$ cat config.mk
export PLATFORM = sky130hd
export DESIGN_NAME = serial_tx
export DESIGN_NICKNAME = d
export VERILOG_FILES = /design/src/rtl/serial_pkg.sv /design/src/rtl/serial_bit_timer.sv /design/src/rtl/serial_tx.sv
export SDC_FILE = /design/constraint.sdc
export NUM_CORES = 1
export LEC_CHECK = 0
export CELL_PAD_IN_SITES_DETAIL_PLACEMENT = 0
export CELL_PAD_IN_SITES_GLOBAL_PLACEMENT = 1
export CORE_MARGIN = 2
export CORE_UTILIZATION = 43
export DETAILED_ROUTE_END_ITERATION = 12
export GPL_ROUTABILITY_DRIVEN = 0
export PLACE_DENSITY = 0.89
export SETUP_SLACK_MARGIN = 0.15
export SKIP_CTS_REPAIR_TIMING = 1
export SLEW_MARGIN = 25
export SYNTH_ARGS = -nofsm -noshare
export SYNTH_HDL_FRONTEND = slang
export SYNTH_HIERARCHICAL = 1
export SYNTH_SLANG_ARGS = --single-unit
export TNS_END_PERCENT = 5
$ cat constraint.sdc
create_clock -name clk -period 3 [get_ports clk]
set_clock_uncertainty 0.05 [all_clocks]
set_input_delay 0.6 -clock clk [delete_from_list [all_inputs] [get_ports clk]]
set_output_delay 0.6 -clock clk [all_outputs]
set_load 0.05 [all_outputs]
$ cat src/rtl/serial_pkg.sv
// serial_pkg: shared state encoding and line levels for the serial link transmitter and receiver
package serial_pkg;
  typedef enum logic [1:0] {IDLE, START, DATA, STOP} serial_state_t;
  localparam logic LINE_IDLE = 1'b1;
  localparam logic START_BIT = 1'b0;
  localparam logic STOP_BIT  = 1'b1;
endpackage

$ cat src/rtl/serial_bit_timer.sv
// serial_bit_timer: bit-period counter wrapping every CLKS_PER_BIT cycles, with lookahead of the next bit end
module serial_bit_timer #(
  parameter int CLKS_PER_BIT = 1
) (
  input  logic clk,
  input  logic rst,
  input  logic clear,
  output logic bit_end,
  output logic bit_end_next
);
  localparam int CW = ($clog2(CLKS_PER_BIT + 1) > 1) ? $clog2(CLKS_PER_BIT + 1) : 1;
  localparam logic [CW-1:0] LAST = CW'(CLKS_PER_BIT - 1);
  logic [CW-1:0] cnt, cnt_n;
  assign bit_end      = cnt == LAST;
  assign cnt_n        = (clear || bit_end) ? '0 : cnt + 1'b1;
  assign bit_end_next = cnt_n == LAST;
  always_ff @(posedge clk or posedge rst)
    if (rst) cnt <= '0;
    else     cnt <= cnt_n;
endmodule

$ cat src/rtl/serial_tx.sv
// serial_tx: valid/ready parallel-to-serial frame transmitter (start, data LSB first, stop)
module serial_tx
  import serial_pkg::*;
#(
  parameter int WIDTH        = 8,
  parameter int CLKS_PER_BIT = 1
) (
  input  logic             clk,
  input  logic             rst,
  input  logic             load_valid,
  input  logic [WIDTH-1:0] load_data,
  output logic             load_ready,
  output logic             tx_line,
  output logic             tx_busy,
  output logic             tx_done
);
  localparam int IW = ($clog2(WIDTH + 1) > 1) ? $clog2(WIDTH + 1) : 1;
  localparam logic [IW-1:0] LAST_IDX = IW'(WIDTH - 1);
  serial_state_t    state, state_n;
  logic [WIDTH-1:0] shift, shift_n;
  logic [IW-1:0]    idx, idx_n;
  logic             bit_end, bit_end_next, accept, line_n, done_n;
  serial_bit_timer #(.CLKS_PER_BIT(CLKS_PER_BIT)) u_timer (
    .clk          (clk),
    .rst          (rst),
    .clear        (state == IDLE),
    .bit_end      (bit_end),
    .bit_end_next (bit_end_next)
  );
  assign load_ready = (state == IDLE) || (state == STOP && bit_end);
  assign accept     = load_valid && load_ready;
  assign tx_busy    = state != IDLE;
  always_comb begin
    state_n = state;
    shift_n = shift;
    idx_n   = idx;
    case (state)
      IDLE:
        if (accept) begin
          state_n = START;
          shift_n = load_data;
        end
      START:
        if (bit_end) begin
          state_n = DATA;
          idx_n   = '0;
        end
      DATA:
        if (bit_end) begin
          shift_n = shift >> 1;
          idx_n   = idx + 1'b1;
          state_n = (idx == LAST_IDX) ? STOP : DATA;
        end
      STOP:
        if (bit_end) begin
          state_n = accept ? START : IDLE;
          shift_n = accept ? load_data : shift;
        end
      default: state_n = IDLE;
    endcase
    // line and done are registered from the next state so they align with it
    line_n = (state_n == START) ? START_BIT :
             (state_n == DATA)  ? shift_n[0] :
             (state_n == STOP)  ? STOP_BIT : LINE_IDLE;
    done_n = (state_n == STOP) && bit_end_next;
  end
  always_ff @(posedge clk or posedge rst)
    if (rst) begin
      state   <= IDLE;
      shift   <= '0;
      idx     <= '0;
      tx_line <= LINE_IDLE;
      tx_done <= 1'b0;
    end else begin
      state   <= state_n;
      shift   <= shift_n;
      idx     <= idx_n;
      tx_line <= line_n;
      tx_done <= done_n;
    end
endmodule

* Word-level counts from Yosys, hierarchy flattened
Cells that the tools add are included.
Storage, ports and cells: input port bits 11, register bits after elaboration 17
Operators by class: reduce and logical (&&, ||, !) cells 11, bitwise operators 2, $add $sub $neg 2, eq/ne operators 10, multiplexer cells 17
Operator list (number):
- 8-bit two-way mux | 3
- 8-bit one-hot mux with 3 select lines | 1
- 2-bit == test, second input constant | 4
- 2-bit two-way mux | 4
- 4-bit two-way mux | 2
- 2-bit one-hot mux with 4 select lines | 1
- 4-bit one-hot mux with 2 select lines | 1
- 2-bit inequality test, second input constant | 3
- 3-bit AND reduction | 2
- 1-bit two-way mux | 5
- 4-bit by 1-bit adder with 4-bit output, second input constant | 1
- 2-bit by 1-bit == test with 1-bit output, second input constant | 2
- 4-bit by 3-bit == test with 1-bit output, second input constant | 1
- 2-bit nonzero test | 2
- 1-bit logical AND | 3
- 3-bit nonzero test | 1
- 2-bit zero test | 1
- 1-bit logical OR | 2
- 1-bit NOT | 2
- 1-bit adder, second input constant | 1

* Longest topological paths before layout
word-level depth 10, mapped depth 7, depth with buffers taken out 5

* By module
The synthesis kept the hierarchy.
By module, submodules not included:
- serial_tx | area each 875.8 um^2, times used 1, cells an instance 85, seq. area each 401.6 um^2
- serial_bit_timer | area each 47.5 um^2, times used 1, cells an instance 6, seq. area each 25.0 um^2

* Worst setup path before layout
No wires, ideal clock.
kind flip-flop to flip-flop, start point register state[1], end point register shift[1], cell stages (with the launch flop) 7, clock period less this slack 1851 ps, setup time 126 ps, path slack 1149 ps, arrival 1675 ps, path through dfrtp_1 > and2_4 > buf_6 > a21o_1 > and2_4 > buf_6 > a221o_1
On the way: cells in the longest elaborated chain, start to end 7, elaborated cells between the ends (all ways) 13, those cells by class 4 x eq/ne; 3 x mux; 6 x reduce/logical
Ends and longest elaborated chain:
- start, declared | RTL line serial_tx.sv:19 | serial_state_t state, state_n;
- start signal, assigned | RTL line serial_tx.sv:75 | state <= state_n;
- 2-bit == test | RTL line serial_tx.sv:30 | assign load_ready = (state == IDLE) || (state == STOP && bit_end);
- 1-bit logical AND | RTL line serial_tx.sv:30
- 1-bit logical OR (*) | RTL line serial_tx.sv:30
- net load_ready | RTL line serial_tx.sv:12 | output logic load_ready,
- 1-bit logical AND (*) | RTL line serial_tx.sv:31 | assign accept = load_valid && load_ready;
- 8-bit two-way mux (*)
- 8-bit two-way mux
- 8-bit one-hot mux with 3 select lines (*) | RTL line serial_tx.sv:37 | case (state)
- end signal, assigned | RTL line serial_tx.sv:76 | shift <= shift_n;
- end, declared | RTL line serial_tx.sv:20 | logic [WIDTH-1:0] shift, shift_n;
Mark *: on every way through the listed nets, which the timed path passes. The rest lies on a longest branch. The select of a mux whose other input is x is not followed. A chain may end at the register's enable or synchronous reset.

* Final worst setup path
start point register state[0], end point output port tx_busy
On the way: cells in the longest elaborated chain, start to end 1
Ends and longest elaborated chain:
- 2-bit nonzero test | RTL line serial_tx.sv:32 | assign tx_busy = state != IDLE;
- end, declared | RTL line serial_tx.sv:14 | output logic tx_busy,
Every way passes these cells.

==> run metrics <==
TritonRoute pass-1 iters 4; first-pass GRT wire length 2877 um; vias in the first global route 622; CTS tree done; Total Power 1.059 mW; Num CTS Buffers 3; total gr overflow 0; combinational share of power 0.479; FF-to-FF setup slack 1.39 ns; Setup Viol. Count Final 0; Final Hold Vio Count 0; Hold Path Class in -> async; placed insts 126; Sw Share 0.4283; f_max 0.3966 GHz; Clock Sinks 17; io pins 15; met3 Track Usage GR 0.07440; Final Cycle Share 0.8404; H-Tree Depth 1; setup_tns 0 ns; Clk network pwr share 0.113; yosys synthesis warning count 6; root buf cell clkbuf_4; area grow syn2layout 17.34%; r2r endpoint shift[6]; global routing usage on met2 0.2105; fin nets 116; Critical Path Sink Type output port; Max Cap Viol 0; Routed wire per std cell 13.28 um; Period minus WS final 2.521 ns; Initial Util 0.4613; Residual DRC 0; clk buf depth 2; worst-skew pair later-pin latency 0.29 ns; GRT Total Usage 0.1525; post-synthesis register bit count 17; DP HPWL 1248 um; antenna-violating nets left 0; Unique masters post-synth 32; R2R cell count 4; pin count of the biggest net entering global routing 17; syn_nets 103; Flop pwr share 0.408; port buffer count 14; WS Path Type reg -> out; Worst R2R Start state[1]; layer carrying the most global-route usage met1; commonest non-fill, non-tap cells in the layout dfrtp_1, clkdlybuf4s50_1, nand2_1; P_leak 0.5280 nW; CP Data Required Time 2.35 ns; CP max FO 12; relative slew slack 0.5997; Final Core Density 0.5413; core area 0.002002 mm2; peak supply drop 621.3 uV; Site Rows 16; vias 720; first-iteration detailed-routing DRC count 12; Die Y-Extent 50.34 um; max incr delay on CP 0.79 ns; PD cells 977.0 mW/mm2; max-slew violations 0; initial antenna violation count 0; Avg Inst Size Synth 10.15 um2; DR vias/cell 5.538; Setup WS post-layout 0.4787 ns; Synth Cell Area 923.4 um2; WP buf/inv 2; status complete, no violations; Switch Pwr 0.4535 mW; Slowest-stage cell, CP clkdlybuf4s50_1; CTS clock-pin slew for the worst setup and hold paths 0.10 ns; CP cell instances nor2_1, inv_1, clkdlybuf4s50_1; final wirelength 1726 um; CP arrival 1.87 ns; worst-margin pin slew 0.5998 ns; filler instances 191; layout cells sized above 1 0.08738; die area 0.002534 mm2; RSZ-0062 raised after global routing no; Post-Synthesis Cells 91; Largest delay share family, worst path buffers and inverters; grt met1 use 0.2118; Inserted Diodes 0; sequential area share after synthesis 0.4621; Die X 50.34 um; pre-CTS setup slack 0.5286 ns; fin cells 130; critical path launch point type flop; Int Pwr 0.6052 mW; most common cell after layout, fill and taps aside dfrtp_1
-- registers in the layout, indices dropped and copies added (netlist names) --
register	count
state	2
u_timer/cnt	1
shift	8
tx_line	1
tx_done	1
idx	4
-- Yosys cell counts, drive strengths merged --
library cell / n / area share
ha: 1 / 0.014
buf: 6 / 0.049
nor3b: 1 / 0.0081
a221oi: 1 / 0.0095
a21o: 2 / 0.016
a21bo: 1 / 0.011
conb: 2 / 0.0081
a32oi: 1 / 0.0095
inv: 6 / 0.024
nand3: 1 / 0.0054
o21ai: 2 / 0.011
nor2: 1 / 0.0041
nand4: 2 / 0.014
and3: 7 / 0.047
a31oi: 1 / 0.0068
a41o: 1 / 0.011
dfrtp: 16 / 0.43
nand2b: 2 / 0.014
dfstp: 1 / 0.028
a221o: 6 / 0.065
xor2: 1 / 0.0095
nor2b: 3 / 0.020
mux2i: 3 / 0.033
nand2: 8 / 0.033
a22o: 5 / 0.047
a21oi: 4 / 0.022
o211ai: 1 / 0.0081
and2: 5 / 0.039
-- power by group through the flow --
stage / Clock [mW] / Combinational, mW / Sequential, mW
after floorplan: 0 / 0.405 / 0.420
after global placement: 0 / 0.504 / 0.429
after detailed placement: 0 / 0.512 / 0.428
after CTS: 0.127 / 0.512 / 0.428
after global routing: 0.141 / 0.553 / 0.446
final: 0.120 / 0.507 / 0.432
-- cells by family after synthesis --
kind of cell	count (synthesis)	synth area share
AOI/OAI and AO/OA	25	0.2168
xor gates and xnor gates	1	0.009487
buffers and inverters	12	0.07317
and+or+nand+nor	30	0.1843
adders and majority gates	1	0.01355
muxes	3	0.03252
DFF	17	0.4621
other	2	0.008133
-- metrics by stage --
stage | hold WS, ns | instance area (um2)
2_1_floorplan | 0.2787 | 923.4
3_3_place_gp | 0.4339 | 1052
3_5_place_dp | 0.4420 | 1052
4_1_cts | 0.3876 | 1080
5_1_grt | 0.4001 | 1084
6_report | 0.4005 | 1084
-- layer usage --
layer / vias up / part of all wire
li1: 355 / -
met1: 345 / 0.48
met2: 18 / 0.45
met3: 2 / 0.064
met4: 0 / 0.0046
met5: - / 0
-- area by class of cell --
| type | instances | area [um2] | area share |
|---|---|---|---|
| timing repair buffer | 14 | 142.6 | 0.1316 |
| sequential | 17 | 427.9 | 0.3949 |
| clock buffer | 3 | 22.52 | 0.02079 |
| multi-input combinational | 62 | 429.2 | 0.3961 |
| clock inverter | 1 | 5.005 | 0.004619 |
| tap | 27 | 33.78 | 0.03118 |
| inverter | 6 | 22.52 | 0.02079 |
-- how the worst max path moves through the flow --
stage | depth (start not counted) | to | start
floorplan | 6 | shift[1] | state[1]
detailed placement | 3 | load_ready | state[1]
global route | 3 | tx_busy | state[0]
finish | 3 | tx_busy | state[0]
CTS | 3 | load_ready | state[1]
global placement | 3 | load_ready | state[1]
Power figures use the tool's default switching activity.
